$ cat src/rtl/mmio_pkg.sv
// Shared register-map constants for the memory-mapped timer peripheral.
package mmio_pkg;

  // Register index (address[3:2]) of each register in the 16-byte window.
  localparam logic [1:0] OFF_CTRL    = 2'd0;
  localparam logic [1:0] OFF_COUNT   = 2'd1;
  localparam logic [1:0] OFF_COMPARE = 2'd2;
  localparam logic [1:0] OFF_STATUS  = 2'd3;

  // CTRL bit positions.
  localparam int CTRL_EN        = 0;
  localparam int CTRL_AUTO      = 1;
  localparam int CTRL_IRQEN     = 2;
  localparam int CTRL_PRESC_LSB = 8;

  // STATUS bit positions.
  localparam int STATUS_MATCH = 0;

endpackage

$ cat src/rtl/timer_prescaler.sv
// Prescaler: divides the clock by (presc+1) while enabled, producing a
// one-cycle tick each time the counter reaches presc.
module timer_prescaler #(
  parameter int PRESCALE_W = 8
) (
  input  logic                  clk,
  input  logic                  reset,
  input  logic                  en,
  input  logic [PRESCALE_W-1:0] presc,
  input  logic                  clr,
  output logic                  tick
);

  logic [PRESCALE_W-1:0] pcnt;

  // Tick is decoded from the current count, so presc==0 ticks every enabled cycle.
  assign tick = en && (pcnt == presc);

  // Counter holds 0 while disabled or on a CTRL write, wraps to 0 on tick.
  always_ff @(posedge clk) begin
    if (!reset) begin
      pcnt <= '0;
    end else if (clr || !en || tick) begin
      pcnt <= '0;
    end else begin
      pcnt <= pcnt + 1'b1;
    end
  end

endmodule

$ cat src/rtl/mmio_timer.sv
// Memory-mapped timer/compare peripheral on the CPU memory-access bus.
//
// Bus timing: there is no valid/ready handshake. Every cycle the responder
// samples address; if it falls in the window, wr=1 commits wdata to the
// addressed register at the clock edge, and the read data for that same
// address appears on rdata (with hit=1) one cycle later, holding the
// pre-write value. Out-of-window cycles return rdata=0, hit=0.
module mmio_timer
  import mmio_pkg::*;
#(
  parameter logic [31:0] BASE_ADDR  = 32'h0000_FF00,
  parameter int          PRESCALE_W = 8
) (
  input  logic        clk,
  input  logic        reset,
  input  logic [31:0] address,
  input  logic        wr,
  input  logic [31:0] wdata,
  output logic [31:0] rdata,
  output logic        hit,
  output logic        irq
);

  // Register state
  logic                  ctrl_en;
  logic                  ctrl_auto;
  logic                  ctrl_irqen;
  logic [PRESCALE_W-1:0] ctrl_presc;
  logic [31:0]           count;
  logic [31:0]           compare;
  logic                  match;

  // Decode
  logic       sel;
  logic [1:0] idx;
  logic       wr_ctrl;
  logic       wr_count;
  logic       wr_compare;
  logic       wr_status;
  logic       tick;
  logic       cmp_eq;
  logic       hit_match;
  logic [31:0] ctrl_word;
  logic [31:0] rd_mux;
  logic        unused_addr_bits;

  assign sel        = (address[31:4] == BASE_ADDR[31:4]);
  assign idx        = address[3:2];
  assign wr_ctrl    = sel && wr && (idx == OFF_CTRL);
  assign wr_count   = sel && wr && (idx == OFF_COUNT);
  assign wr_compare = sel && wr && (idx == OFF_COMPARE);
  assign wr_status  = sel && wr && (idx == OFF_STATUS);
  assign cmp_eq     = (count == compare);
  assign hit_match  = tick && cmp_eq;
  assign unused_addr_bits = ^address[1:0];

  timer_prescaler #(
    .PRESCALE_W(PRESCALE_W)
  ) u_prescaler (
    .clk   (clk),
    .reset (reset),
    .en    (ctrl_en),
    .presc (ctrl_presc),
    .clr   (wr_ctrl),
    .tick  (tick)
  );

  // Assemble the CTRL readback word; reserved bits read as zero.
  always_comb begin
    ctrl_word = '0;
    ctrl_word[CTRL_EN]    = ctrl_en;
    ctrl_word[CTRL_AUTO]  = ctrl_auto;
    ctrl_word[CTRL_IRQEN] = ctrl_irqen;
    ctrl_word[CTRL_PRESC_LSB +: PRESCALE_W] = ctrl_presc;
  end

  // Read mux over the four registers, zero outside the window.
  always_comb begin
    rd_mux = '0;
    if (sel) begin
      case (idx)
        OFF_CTRL:    rd_mux = ctrl_word;
        OFF_COUNT:   rd_mux = count;
        OFF_COMPARE: rd_mux = compare;
        OFF_STATUS:  rd_mux[STATUS_MATCH] = match;
        default:     rd_mux = '0;
      endcase
    end
  end

  // Registered read path, matching main-memory one-cycle latency.
  always_ff @(posedge clk) begin
    if (!reset) begin
      rdata <= '0;
      hit   <= 1'b0;
    end else begin
      rdata <= rd_mux;
      hit   <= sel;
    end
  end

  // CTRL: CPU write wins over the one-shot enable clear on a non-reload match.
  always_ff @(posedge clk) begin
    if (!reset) begin
      ctrl_en    <= 1'b0;
      ctrl_auto  <= 1'b0;
      ctrl_irqen <= 1'b0;
      ctrl_presc <= '0;
    end else if (wr_ctrl) begin
      ctrl_en    <= wdata[CTRL_EN];
      ctrl_auto  <= wdata[CTRL_AUTO];
      ctrl_irqen <= wdata[CTRL_IRQEN];
      ctrl_presc <= wdata[CTRL_PRESC_LSB +: PRESCALE_W];
    end else if (hit_match && !ctrl_auto) begin
      ctrl_en <= 1'b0;
    end
  end

  // COUNT: CPU write wins over the tick update; wraps silently on overflow.
  always_ff @(posedge clk) begin
    if (!reset) begin
      count <= '0;
    end else if (wr_count) begin
      count <= wdata;
    end else if (tick) begin
      if (cmp_eq) begin
        if (ctrl_auto) begin
          count <= '0;
        end
      end else begin
        count <= count + 32'd1;
      end
    end
  end

  // COMPARE: plain read/write register.
  always_ff @(posedge clk) begin
    if (!reset) begin
      compare <= '0;
    end else if (wr_compare) begin
      compare <= wdata;
    end
  end

  // STATUS.match: set on a matching tick, which beats a same-cycle W1C.
  always_ff @(posedge clk) begin
    if (!reset) begin
      match <= 1'b0;
    end else if (hit_match) begin
      match <= 1'b1;
    end else if (wr_status && wdata[STATUS_MATCH]) begin
      match <= 1'b0;
    end
  end

  assign irq = match && ctrl_irqen;

endmodule
$ cat config.mk
export PLATFORM = sky130hd
export DESIGN_NAME = mmio_timer
export DESIGN_NICKNAME = d
export VERILOG_FILES = /design/src/rtl/mmio_pkg.sv /design/src/rtl/timer_prescaler.sv /design/src/rtl/mmio_timer.sv
export SDC_FILE = /design/constraint.sdc
export NUM_CORES = 1
export LEC_CHECK = 0
export ABC_AREA = 1
export BUFFER_PORTS_ARGS = -buffer_cell sky130_fd_sc_hd__buf_2
export CAP_MARGIN = 20
export CELL_PAD_IN_SITES_DETAIL_PLACEMENT = 0
export CELL_PAD_IN_SITES_GLOBAL_PLACEMENT = 1
export CORE_MARGIN = 2
export CORE_UTILIZATION = 44
export CTS_BUF_LIST = sky130_fd_sc_hd__clkbuf_4 sky130_fd_sc_hd__clkbuf_8
export CTS_CLUSTER_DIAMETER = 100
export DETAILED_ROUTE_END_ITERATION = 10
export PLACE_DENSITY_LB_ADDON = 0.1
export SLEW_MARGIN = 20
export SYNTH_ARGS = -nofsm -noshare
export SYNTH_HDL_FRONTEND = slang
export SYNTH_SLANG_ARGS = --single-unit
$ cat constraint.sdc
create_clock -name clk -period 2.55 [get_ports clk]
set_input_delay 0.51 -clock clk [delete_from_list [all_inputs] [get_ports clk]]
set_output_delay 0.51 -clock clk [all_outputs]
set_load 0.05 [all_outputs]
======== Word-level counts from Yosys, hierarchy flattened ========
Cells that the tools add are included.
storage, ports and cells
  register bits after elaboration ......... 117
  output and inout port bits .............. 34
cells by class
  $add $sub $neg .......................... 2
  equality and inequality tests ........... 7
  multiplexer cells ....................... 10
  bitwise gates (word level) .............. 1
  reductions and logical operators ........ 21
operator list
  cell                                                                      count
  32-bit 2-to-1 mux                                                         4
  31-bit one-hot mux with 3 select lines                                    1
  32-bit by 1-bit adder with 32-bit output (second input constant)          1
  32-bit equality test                                                      1
  28-bit by 12-bit equality test with 1-bit output (second input constant)  1
  1-bit logical AND                                                         10
  8-bit by 1-bit adder with 8-bit output (second input constant)            1
  8-bit equality test                                                       1
  2-bit nonzero test                                                        3
  2-bit equality test (second input constant)                               2
  1-bit 2-to-1 mux                                                          4
  1-bit one-hot mux with 4 select lines                                     1
  2-bit AND reduction                                                       2
  3-bit != test (second input constant)                                     1
  2-bit by 1-bit equality test with 1-bit output (second input constant)    1
  1-bit zero test                                                           2
  2-bit zero test                                                           1
  1-bit logical OR                                                          2
  2-bit OR reduction                                                        1
  1-bit inverter                                                            1

======== Longest topological paths before layout ========
Gate-level depths: netlist of run 1.
  depth in word-level cells ............... 6
  depth in mapped cells ................... 14
  gate-level depth less buffers ........... 12

======== By module ========
From an unflattened synthesis of run 1, not the netlist that was laid out.
unflattened totals
  cell total of the unflattened synthesis .. 991
  area total of the unflattened synthesis .. 6343.6 um^2
modules (own cells, without submodules)
  module           instances  cells each  area an instance (um^2)  seq. area each (um^2)
  mmio_timer       1          903         5806.8                   2182.1
  timer_prescaler  1          88          536.8                    160.2

======== Worst setup path after synthesis of run 1 ========
Ideal clock, no wire load.
  path kind ............................... input-to-reg
  start point ............................. in address[27]
  end point ............................... reg count[23]
  library setup time ...................... 0.111 ns
  arrival time ............................ 1.620 ns
  required time ........................... 2.439 ns
  path slack .............................. 0.819 ns
  stages on the path ...................... 12
  cells stage by stage .................... nor2_1 > nand2_1 > nor2_1 > nand2_1 > nor2_2 > nand3_1 > buf_2 > buf_2 > nand3b_1 > nand2_1 > nor2_1 > nor2_1
between the ends
  cells in the longest elaborated chain, start to end .. 5
  elaborated cells on any way between the ends .. 7
ends and longest elaborated chain
  what                                                           RTL line           source
  start: declaration                                             mmio_timer.sv:16   input logic [31:0] address,
  28-bit by 12-bit equality test with 1-bit output *             mmio_timer.sv:47   assign sel = (address[31:4] == BASE_ADDR[31:4]);
  1-bit logical AND * (2 in series)                              mmio_timer.sv:50   assign wr_count = sel && wr && (idx == OFF_COUNT);
  3-bit != test (no line) or 2-bit nonzero test (tied branches)  n/a
  2-bit AND reduction (no line)                                  n/a
  end signal: assignment                                         mmio_timer.sv:124  count <= wdata;
  end signal: assignment                                         mmio_timer.sv:131  count <= count + 32'd1;
  end: declaration                                               mmio_timer.sv:29   logic [31:0] count;
Mark *: on every way between the ends. The rest lies on a longest branch, timed or not.
A chain may end at the register's enable or synchronous reset.

======== Worst setup path in the final report of run 1 ========
  start point ............................. reg count[23]
  end point ............................... reg count[0]
between the ends
  cells in the longest elaborated chain, start to end .. 4
  elaborated cells on any way between the ends .. 6
ends and longest elaborated chain
  what                    RTL line           source
  32-bit equality test *  mmio_timer.sv:53   assign cmp_eq = (count == compare);
  32-bit 2-to-1 mux       mmio_timer.sv:126  if (cmp_eq) begin
  32-bit 2-to-1 mux       mmio_timer.sv:125  end else if (tick) begin
  32-bit 2-to-1 mux       mmio_timer.sv:123  end else if (wr_count) begin
Mark *: on every way between the ends. The rest lies on a longest branch, timed or not. The select of a mux whose other input is x is not followed.

==> results of run 1 <==
-- worst reg2reg max path, delay by kind of cell, from the launching register on --
family,cells,cell delay [ps]
buffers and inverters,2,370
and+or+nand+nor,8,980
DFF,1,450
AOI/OAI and AO/OA,1,330
-- layer usage --
layer / global-route usage [%] / share of wire (%) / vias to the layer above
met2: 40.8 / 45 / 191
met1: 34.8 / 48 / 3052
li1: - / - / 3531
met5: 0 / 0 / -
met4: 7.18 / 1.7 / 0
met3: 4.77 / 5.7 / 22
-- report_power, final --
part | leakage, nW | internal, mW | switching, mW
registers | 0.942 | 1.83 | 0.00000000197
logic | 2.52 | 0.0520 | 0.0943
clock network | 0.175 | 0.755 | 0.766
total | 3.64 | 2.63 | 0.860
-- final cells by class --
type / instances / area [um^2]
Multi-Input combinational cell: 807 / 3740
Inverter: 89 / 334
Clock buffer: 23 / 292
Clock inverter: 9 / 55.1
Fill cell: 1583 / 7350
Tap cell: 188 / 235
Timing Repair Buffer: 119 / 686
Sequential cell: 117 / 2340
-- flip-flops by register name, summed over array words and instances (netlist names) --
register,flops
hit,1
rdata,32
match,1
ctrl_en,1
ctrl_irqen,1
ctrl_presc,8
count,32
u_prescaler.pcnt,8
compare,32
ctrl_auto,1
-- kinds of logic (layout without fill, tap and decap cells) --
logic type | count (synthesis) | after routing | synth area share [%]
AO/OA/AOI/OAI | 91 | 91 | 8.17
flip-flops | 117 | 117 | 35.1
AND/OR/NAND/NOR | 674 | 674 | 42.2
adder cells (fa/ha/maj) | 2 | 2 | 0.375
buffers and inverters | 138 | 240 | 8.92
XOR/XNOR | 40 | 40 | 5.25
-- synth_stat cells (all sizes together) (2+ instances only) --
cell type / count / share of area, %
nand3b: 11 / 1.2
o22ai: 7 / 0.66
xor2: 17 / 2.2
nand2: 324 / 18
nand4: 13 / 1.2
a211oi: 22 / 2.5
nor2: 225 / 14
a21oi: 34 / 2.7
buf: 31 / 2.8
a221oi: 2 / 0.26
o21ai: 23 / 1.7
dfxtp: 117 / 35
xnor2: 23 / 3.0
nor3: 8 / 0.60
ha: 2 / 0.37
inv: 89 / 5.0
clkbuf: 18 / 1.1
nand3: 89 / 6.7
-- placed cells by master, fill, tap and decap left out, types with 2 or more instances in the layout --
master,count
sky130_fd_sc_hd__o21ai_1,2
sky130_fd_sc_hd__nand2_1,321
sky130_fd_sc_hd__nor2_1,210
sky130_fd_sc_hd__xnor2_1,23
sky130_fd_sc_hd__nand3_2,2
sky130_fd_sc_hd__dfxtp_1,117
sky130_fd_sc_hd__a21oi_1,33
sky130_fd_sc_hd__inv_1,83
sky130_fd_sc_hd__clkbuf_8,19
sky130_fd_sc_hd__nand3b_1,11
sky130_fd_sc_hd__buf_4,18
sky130_fd_sc_hd__a221oi_1,2
sky130_fd_sc_hd__xor2_1,17
sky130_fd_sc_hd__o21ai_0,21
sky130_fd_sc_hd__inv_2,6
sky130_fd_sc_hd__nor2_2,9
sky130_fd_sc_hd__buf_2,98
sky130_fd_sc_hd__nor2_4,6
sky130_fd_sc_hd__o22ai_1,7
sky130_fd_sc_hd__clkinv_2,5
sky130_fd_sc_hd__clkbuf_4,4
sky130_fd_sc_hd__nor3_1,8
sky130_fd_sc_hd__a211oi_1,22
sky130_fd_sc_hd__buf_12,3
sky130_fd_sc_hd__nand4_1,13
sky130_fd_sc_hd__nand2_2,3
sky130_fd_sc_hd__clkinvlp_4,4
sky130_fd_sc_hd__nand3_1,87
sky130_fd_sc_hd__ha_1,2
-- metrics by stage --
stage,setup WS [ps],hold slack [ps],cell area (um^2),util [%],instances
floorplan,819,430,6680,-,1062
global placement,342,460,7340,48.8,1320
detailed placement,306,462,7340,48.8,1320
CTS,351,295,7690,51.1,1352
global route,156,309,7690,51.1,1352
finish,365,318,7690,51.1,1352
-- worst max-delay path by stage --
stage,cells past startpoint,end,startpoint,slack (ps)
after global routing,11,count[2]$_SDFFE_PN0P_,count[23]$_SDFFE_PN0P_,160
after CTS,11,count[0]$_SDFFE_PN0P_,count[23]$_SDFFE_PN0P_,350
after detailed placement,12,count[24]$_SDFFE_PN0P_,address[19],310
after global placement,12,count[27]$_SDFFE_PN0P_,address[27],340
final,11,count[0]$_SDFFE_PN0P_,count[23]$_SDFFE_PN0P_,360
after floorplan,12,count[23]$_SDFFE_PN0P_,address[27],820
==> impl_metrics.json, run 1 <==
{
  "max_fo_critical_path": 33,
  "synth-warning-count": 0,
  "port_buffers": 98,
  "drtAntennaViolNets": 0,
  "worstMarginPinSlew_ps": 969,
  "cts-htree-levels": 4,
  "max_slew_margin_pct": 35.3,
  "timing.critical_path.slowest_cell_delay_ps": 450,
  "clkTransAtPathRegs_ps": 70,
  "min-delay-path-class": "in -> reg",
  "die-height_um": 127,
  "layout_area_growth_over_synthesis_pct": 15.1,
  "total_of_endpoints_with_negative_setup_slack_in_the_final_report": 0,
  "grt_setup_unrepaired": "no",
  "wl_um": 19900,
  "clock_latency_ps": 440,
  "insertedDiodeCount": 0,
  "overflow": 0,
  "grt_pass1_wl_um": 32200,
  "ys_ff_latch": 117,
  "max_freq_ghz": 0.458,
  "wire_per_inst_um": 14.7,
  "synth.cell_area_um2": 6680,
  "critical_path.n_buffers_inverters": 2,
  "setup.reg_to_reg.worst_slack_ps": 360,
  "async_reset_ff_share_pct": 0,
  "postCtsHoldBufs": 0,
  "drc_errors": 0,
  "number_of_instances_in_the_synthesized_netlist": 1062,
  "tritoncts.num_buffers": 17,
  "holdPathEnd": "compare[27]$_SDFFE_PN0P_",
  "path_delay_family": "simple AND/OR/NAND/NOR gates",
  "worstPathArrival_ps": 2570,
  "cts.root.buffer_cell": "sky130_fd_sc_hd__clkbuf_8",
  "setup.worst_path.end_class": "register",
  "clock_tree.buffer_depth": 2,
  "setup_total_negative_slack_ps": 0,
  "cts_tree": "yes",
  "critical_path.startpoint_type": "register",
  "dieWidth_um": 127,
  "synthFlopType": "sky130_fd_sc_hd__dfxtp_1",
  "core_um2": 15000,
  "maxSlewViolCount": 0,
  "ys_seq_area_share_pct": 35.1,
  "antenna_violations_before_repair": 0,
  "drt-pass1-iter-count": 5,
  "ctsResizeCount": 0,
  "total_power_mw": 3.49,
  "detailroute.via_count": 6796,
  "drive_above_1_share_pct": 15.4,
  "initial_utilization_pct": 44.4,
  "synth_cell_type_count": 36,
  "r2r.worst_path.cells": 11,
  "viasPerCell": 5.03,
  "synth_area_per_cell_um2": 6.29,
  "rows": 45,
  "holdCritStartpoint": "wdata[27]",
  "max_cap_viol_count": 0,
  "min_period_ps": 2190,
  "path_cells": "inv_1 -> nand2_1 -> nand4_1 -> nor2_1 -> nand2_1 -> nor2_4 -> nand2_1 -> buf_4 -> o21ai_0 -> nor2_1 -> nor2_1",
  "power.ir.vdd_worst_v": 0.000338,
  "timing.final.hold_violations": 0,
  "grt_max_degree": 46,
  "die_area_um2": 16200,
  "outcome": "completed",
  "synth_nets": 1131,
  "ratio_of_total_power_to_cell_area_nw_per_um2": 455,
  "critical_path_required_ps": 2930,
  "finalWeightedCongestion": 0.880,
  "cpMaxStageDelayCell": "sky130_fd_sc_hd__dfxtp_1",
  "largest_clock_skew_in_the_final_design_ps": 11.6,
  "drt_iter0_drc": 471,
  "global_route.usage.total_pct": 25.3,
  "whs_path_depth": 3,
  "r2r-end": "count[0]$_SDFFE_PN0P_",
  "final_nets": 1220,
  "timing.setup.critical_path_class": "reg -> reg",
  "power_leakage_nw": 3.64,
  "grt_pass1_vias": 6187,
  "timing.rr.start": "count[23]$_SDFFE_PN0P_",
  "clock_sink_count": 117,
  "post-cts-setup-buffer-count": 0,
  "io_pins": 101,
  "synth-edff-count": 0,
  "final.period_utilization_pct": 85.7,
  "dp_hpwl_um": 14400
}
(Power assumes the default switching activity.)
==> run 2, diff against run 1 <==
- CORE_UTILIZATION: 44 -> 43
- CTS_BUF_LIST: sky130_fd_sc_hd__clkbuf_4 sky130_fd_sc_hd__clkbuf_8 -> sky130_fd_sc_hd__clkbuf_16
==> run 2 against run 1 <==
Sequential cell count unchanged. Combinational power is essentially flat. Sequential power barely moved. Cell count up 0.15%. First-iteration DRC count is 35% higher. Clock power increased by 62%. Worst hold slack better by 17 ps.
==> impl_metrics.json, run 2 (synthesis results as in run 1) <==
{
  "worstPathArrival_ps": 2400,
  "final.period_utilization_pct": 81.7,
  "clock_latency_ps": 420,
  "grt_max_degree": 46,
  "antenna_violations_before_repair": 0,
  "outcome": "completed",
  "layout.cells.most_common_list": "321 x sky130_fd_sc_hd__nand2_1, 210 x sky130_fd_sc_hd__nor2_1, 117 x sky130_fd_sc_hd__dfxtp_1",
  "combPwrFrac_pct": 3.3,
  "critical_path_required_ps": 2860,
  "port_buffers": 98,
  "layout_commonest_cell": "sky130_fd_sc_hd__nand2_1",
  "max_fo_critical_path": 32,
  "placement.cell_area_um2": 7350,
  "drive_above_1_share_pct": 15.1,
  "drtAntennaViolNets": 0,
  "critical_path.n_buffers_inverters": 2,
  "grt_setup_unrepaired": "no",
  "path_delay_family": "simple AND/OR/NAND/NOR gates",
  "max_slew_margin_pct": 42.6,
  "ctsResizeCount": 0,
  "stdcell_area_um2": 7950,
  "die-height_um": 129,
  "cpMaxStageDelayCell": "sky130_fd_sc_hd__dfxtp_1",
  "instances_no_fill": 1354,
  "layout.core_utilization_pct": 52.3,
  "min_period_ps": 2080,
  "maxSlewViolCount": 0,
  "timing.final.hold_violations": 0,
  "drt_iter0_drc": 636,
  "total_of_endpoints_with_negative_setup_slack_in_the_final_report": 0,
  "final_nets": 1223,
  "p_switching_uw": 954,
  "post-cts-setup-buffer-count": 0,
  "core_um2": 15200,
  "grt_pass1_wl_um": 33500,
  "seq_power_share_pct": 41.2,
  "drc_errors": 0,
  "clock_tree.buffer_depth": 2,
  "wl_um": 20600,
  "dieWidth_um": 129,
  "drt-pass1-iter-count": 6,
  "initial_utilization_pct": 43.9,
  "overflow": 0,
  "tritoncts.num_buffers": 17,
  "setup_total_negative_slack_ps": 0,
  "power_leakage_nw": 3.77,
  "global_route.usage.total_pct": 26.3,
  "cts-htree-levels": 4,
  "detailroute.via_count": 6817,
  "max_cap_viol_count": 0,
  "insertedDiodeCount": 0,
  "setup.worst_path.end_class": "register",
  "cts_tree": "yes",
  "sw_frac_of_total_pct": 21.5,
  "io_pins": 101,
  "dpl.cell_count": 1323,
  "rows": 45,
  "cts.root.buffer_cell": "sky130_fd_sc_hd__clkbuf_16",
  "max_freq_ghz": 0.480,
  "wire_per_inst_um": 15.2,
  "regs_by_ff_count": "compare (32), count (32), rdata (32)",
  "finalWeightedCongestion": 0.908,
  "die_area_um2": 16500,
  "grt_pass1_vias": 6369,
  "ratio_of_total_power_to_cell_area_nw_per_um2": 559,
  "dp_hpwl_um": 14900,
  "worstMarginPinSlew_ps": 859,
  "clkTransAtPathRegs_ps": 60,
  "path_cells": "inv_1 -> nand2_1 -> nand4_1 -> nor2_1 -> nand2_1 -> nor2_4 -> nand3_2 -> nand2_2 -> buf_12 -> nand3_1 -> nand2_1 -> nor2_1",
  "postCtsHoldBufs": 0,
  "critical_path.startpoint_type": "register",
  "timing.setup.critical_path_class": "reg -> reg",
  "min-delay-path-class": "in -> reg",
  "clock_sink_count": 117,
  "largest_clock_skew_in_the_final_design_ps": 7.95,
  "timing.critical_path.slowest_cell_delay_ps": 450,
  "pwr-share-clk_pct": 55.5,
  "layout_area_growth_over_synthesis_pct": 19.0,
  "power.ir.vdd_worst_v": 0.000466,
  "critical-path-top-cell-by-count": "sky130_fd_sc_hd__nand2_1",
  "viasPerCell": 5.03,
  "cellInternalPower_mw": 3.49
}
[run 2: cell types whose count changed in the layout (fill, tap and decap cells not counted), sizes merged]
| cell | previous run | this run |
|---|---|---|
| clkbuf | 23 | 17 |
| bufinv | 0 | 4 |
| buf | 119 | 122 |
| clkinvlp | 4 | 1 |
| inv | 89 | 92 |
| clkinv | 5 | 6 |
[run 2: path summary, 6_finish.rpt]
kind         cells past startpoint  slack, ps                        endpoint                           start
min                              3        330        compare[27]$_SDFFE_PN0P_                       wdata[27]
max                             12        470          count[27]$_SDFFE_PN0P_          count[28]$_SDFFE_PN0P_
min reg2reg                      1        480  u_prescaler.pcnt[0]$_SDFF_PP0_  u_prescaler.pcnt[0]$_SDFF_PP0_
max reg2reg                     12        470          count[27]$_SDFFE_PN0P_          count[28]$_SDFFE_PN0P_
[run 2: per-layer routing]
metal	up-vias	track usage, %	share of wire (%)	wire length (um)
met5	-	0	0	0
met4	0	7.54	1.3	262
met3	21	4.91	5.3	1090
met2	189	41.1	45	9180
met1	3064	37.2	49	10100
li1	3543	-	-	-
[run 2: through the flow]
stage | power, mW | hold slack (ps) | worst slack (ps)
after floorplan | 1.91 | 430 | 819
after global placement | 2.01 | 462 | 368
after detailed placement | 2.01 | 465 | 356
after CTS | 4.47 | 321 | 482
after global routing | 4.58 | 339 | 276
final | 4.44 | 335 | 468
[run 2: worst register-to-register path, cell delays in order, from the launching register on]
cell	delay, ps
sky130_fd_sc_hd__dfxtp_1	450
sky130_fd_sc_hd__inv_1	120
sky130_fd_sc_hd__nand2_1	100
sky130_fd_sc_hd__nand4_1	220
sky130_fd_sc_hd__nor2_1	150
sky130_fd_sc_hd__nand2_1	100
sky130_fd_sc_hd__nor2_4	170
sky130_fd_sc_hd__nand3_2	130
sky130_fd_sc_hd__nand2_2	100
sky130_fd_sc_hd__buf_12	200
sky130_fd_sc_hd__nand3_1	110
sky130_fd_sc_hd__nand2_1	70
sky130_fd_sc_hd__nor2_1	50
[run 2: power groups by stage]
stage | combinational [mW] | clock (mW) | sequential (mW)
final | 0.147 | 2.46 | 1.83
after detailed placement | 0.146 | 0 | 1.87
after CTS | 0.147 | 2.50 | 1.83
after floorplan | 0.0451 | 0 | 1.87
after global routing | 0.161 | 2.59 | 1.83
after global placement | 0.146 | 0 | 1.87
[run 2: final cells by class]
type	instances	area, um^2
multi-input cells	807	3740
inverters	89	334
repair buffers	122	696
clock inverters	14	170
fillers	1625	7260
well taps	188	235
clock buffers	17	425
flip-flops and latches	117	2340
==> run 3, diff against run 2 <==
- ABC_AREA: 1 -> 0
- CORE_UTILIZATION: 43 -> 38
- clock period: 2.55 -> 1.85 ns (I/O delays scaled with it)
==> run 3 against run 2 <==
The flow now finishes with violations (setup timing). Die area shrank 0.26%. Non-clock buffer count up 168. Critical path depth decreased by 2. Setup slack got worse by 800 ps. Total power rose by 39%. Sequential cell count is the same. Global-route usage grew 1.6 points. Synthesized cell count down 36%. Critical path type unchanged.
==> impl_metrics.json, run 3 <==
{
  "port_buffers": 98,
  "yosysTopAreaCell": "sky130_fd_sc_hd__dfxtp_1",
  "detailroute.via_count": 6227,
  "wire_per_inst_um": 19.9,
  "synth_nets": 752,
  "io_pins": 101,
  "drtAntennaViolNets": 0,
  "number_of_instances_in_the_synthesized_netlist": 683,
  "post_synth_xor_area_fraction_pct": 7.59,
  "synth-warning-count": 0,
  "hold_ws_ps": 206,
  "worst_slack_ps": -328,
  "synth-edff-count": 0,
  "clock_sink_count": 117,
  "pre_cts_slack_ps": -691,
  "failed_checks": "setup timing",
  "wl_um": 22700,
  "timing.setup.critical_path_class": "reg -> reg",
  "setup.worst_path.end_class": "register",
  "grt_setup_unrepaired": "yes",
  "min_period_ps": 2180,
  "layout.core_utilization_pct": 60.0,
  "layout.cells.most_common_list": "159 x sky130_fd_sc_hd__buf_4, 104 x sky130_fd_sc_hd__dfxtp_1, 97 x sky130_fd_sc_hd__nor2_1, 97 x sky130_fd_sc_hd__buf_2, 50 x sky130_fd_sc_hd__mux2i_1",
  "grt_pass1_vias": 6038,
  "critical_path.startpoint_type": "register",
  "insertedDiodeCount": 0,
  "clkTransAtPathRegs_ps": 60,
  "power_leakage_nw": 4.17,
  "overflow": 0,
  "synth.top_cell.area_share_pct": 39.8,
  "ratio_of_total_power_to_cell_area_nw_per_um2": 678,
  "max_slew_margin_pct": 68.7,
  "async_reset_ff_share_pct": 0,
  "die_area_um2": 16500,
  "viasPerCell": 5.48,
  "max_fo_critical_path": 4,
  "dieWidth_um": 128,
  "setup_total_negative_slack_ps": -11610,
  "layout_area_growth_over_synthesis_pct": 54.6,
  "dp_hpwl_um": 16100,
  "synth.area.mux_share_pct": 9.42,
  "min-delay-path-class": "in -> reg",
  "clock_latency_ps": 420,
  "synth_cell_type_count": 64,
  "ys_ff_latch": 117,
  "post_synth_and_or_nand_nor_area_fraction_pct": 22.2,
  "drive_above_1_share_pct": 42.8,
  "worstMarginPinSlew_ps": 470,
  "final_nets": 1005,
  "regs_by_ff_count": "compare (32), count (32), rdata (32)",
  "power.ir.vdd_worst_v": 0.000608,
  "ys_seq_area_share_pct": 39.8,
  "rows": 45,
  "final.period_utilization_pct": 118,
  "cts.root.buffer_cell": "sky130_fd_sc_hd__clkbuf_16",
  "yosys.area_share.adder_pct": 0.425,
  "initial_utilization_pct": 38.8,
  "synthMostInstantiatedCell": "sky130_fd_sc_hd__dfxtp_1",
  "synth_area_per_cell_um2": 8.61,
  "core_um2": 15100,
  "synth_top_family_by_area": "simple AND/OR/NAND/NOR gates",
  "maxSlewViolCount": 0,
  "largest_clock_skew_in_the_final_design_ps": 5.73,
  "cts_tree": "yes",
  "fraction_of_the_mapped_netlist_area_in_compound_gates_pct": 15.8,
  "max_freq_ghz": 0.459,
  "antenna_violations_before_repair": 0,
  "max_cap_viol_count": 0,
  "tritoncts.num_buffers": 17,
  "die-height_um": 128,
  "drt_iter0_drc": 409,
  "critical_path_required_ps": 2150,
  "drt-pass1-iter-count": 6,
  "grt_pass1_wl_um": 34500,
  "total_of_endpoints_with_negative_setup_slack_in_the_final_report": 82,
  "synthFlopType": "sky130_fd_sc_hd__dfxtp_1",
  "ys_top_cells_by_count": "117 x sky130_fd_sc_hd__dfxtp_1, 102 x sky130_fd_sc_hd__nor2_1, 52 x sky130_fd_sc_hd__mux2i_1",
  "synth_top_cells_by_area": "sky130_fd_sc_hd__dfxtp_1 40%, sky130_fd_sc_hd__mux2i_1 8.8%, sky130_fd_sc_hd__nor2_1 6.5%, sky130_fd_sc_hd__xor2_1 5.4%, sky130_fd_sc_hd__a22oi_1 2.8%",
  "drc_errors": 0,
  "cts-htree-levels": 4,
  "timing.final.hold_violations": 0,
  "outcome": "finished with violations",
  "finalWeightedCongestion": 0.907,
  "layout_commonest_cell": "sky130_fd_sc_hd__buf_4",
  "worstPathArrival_ps": 2480,
  "global_route.usage.total_pct": 27.8,
  "clock_tree.buffer_depth": 2,
  "grt_max_degree": 32,
  "synth.cell_area_um2": 5880
}
-- run 3: changes by cell type in the layout (fill, tap and decap cells not counted), moves of 50 or more --
| cell | before | now |
|---|---|---|
| sky130_fd_sc_hd__buf_4 | 22 | 159 |
| sky130_fd_sc_hd__inv_1 | 86 | 8 |
| sky130_fd_sc_hd__mux2i_1 | 0 | 50 |
| sky130_fd_sc_hd__nand2_1 | 321 | 23 |
| sky130_fd_sc_hd__nand3_1 | 87 | 20 |
| sky130_fd_sc_hd__nor2_1 | 210 | 97 |
-- run 3: area by class of cell --
| class | count | area, um^2 |
|---|---|---|
| clock buffers | 17 | 425 |
| clock inverters | 15 | 179 |
| fillers | 1392 | 6050 |
| inverters | 9 | 33.8 |
| multi-input cells | 501 | 3670 |
| flip-flops and latches | 117 | 2370 |
| well taps | 188 | 235 |
| repair buffers | 290 | 2180 |
-- run 3: final timing paths --
check                                            start                     end  slack (ps)  cells past startpoint
worst max-delay path            count[11]$_SDFFE_PN0P_  count[31]$_SDFFE_PN0P_        -330                     10
worst min-delay path                         wdata[22]  count[22]$_SDFFE_PN0P_         210                      3
worst max register to register  count[11]$_SDFFE_PN0P_  count[31]$_SDFFE_PN0P_        -330                     10
worst min register to register      match$_SDFFE_PN0P_      match$_SDFFE_PN0P_         500                      2
-- run 3: through the flow --
step	total power, mW	std cells	area, um^2
finish	6.17	1137	9090
global route	6.36	1137	9090
CTS	6.22	1128	8830
detailed placement	2.82	1086	7780
global placement	2.81	1086	7780
floorplan	2.66	683	5940
-- run 3: power breakdown --
group	switching [mW]	total [mW]	internal, mW
Clock	1.28	3.40	2.12
Combinational	0.155	0.253	0.0978
Sequential	0.00000000128	2.52	2.52
-- run 3: critical path, cell delays in order, from the launching register on --
cell and delay [ps]:
sky130_fd_sc_hd__dfxtp_4 370, sky130_fd_sc_hd__xor2_4 190, sky130_fd_sc_hd__nor4_4 260, sky130_fd_sc_hd__buf_4 150
sky130_fd_sc_hd__nand4_1 110, sky130_fd_sc_hd__buf_6 170, sky130_fd_sc_hd__buf_6 110, sky130_fd_sc_hd__o21ai_1 260
sky130_fd_sc_hd__buf_4 190, sky130_fd_sc_hd__a2bb2oi_1 160, sky130_fd_sc_hd__a21oi_1 80
-- run 3: metal layers --
layer / global-route usage, % / up-vias / share of wire [%]
met5: 0 / - / 0
met4: 6.92 / 0 / 1.9
met3: 5.99 / 37 / 5.3
met2: 45.0 / 213 / 46
met1: 38.1 / 3008 / 47
li1: - / 2969 / -
-- run 3: cell families (layout without fill, tap and decap cells) --
logic type,after synthesis,in the layout
AO/OA/AOI/OAI,139,139
XOR/XNOR,51,51
adder cells (fa/ha/maj),2,2
buffers and inverters,65,331
flip-flops,117,117
multiplexers,54,54
AND/OR/NAND/NOR,255,255
-- run 3: repair_timing --
action / 4_1_cts / 5_1_grt
setup buffers: 7 / 11
pin swaps: 17 / 38
gates resized for setup: 67 / 52
cloned: 4 / 0
hold buffers: 0 / 0
setup endpoints to repair: 83 / 84
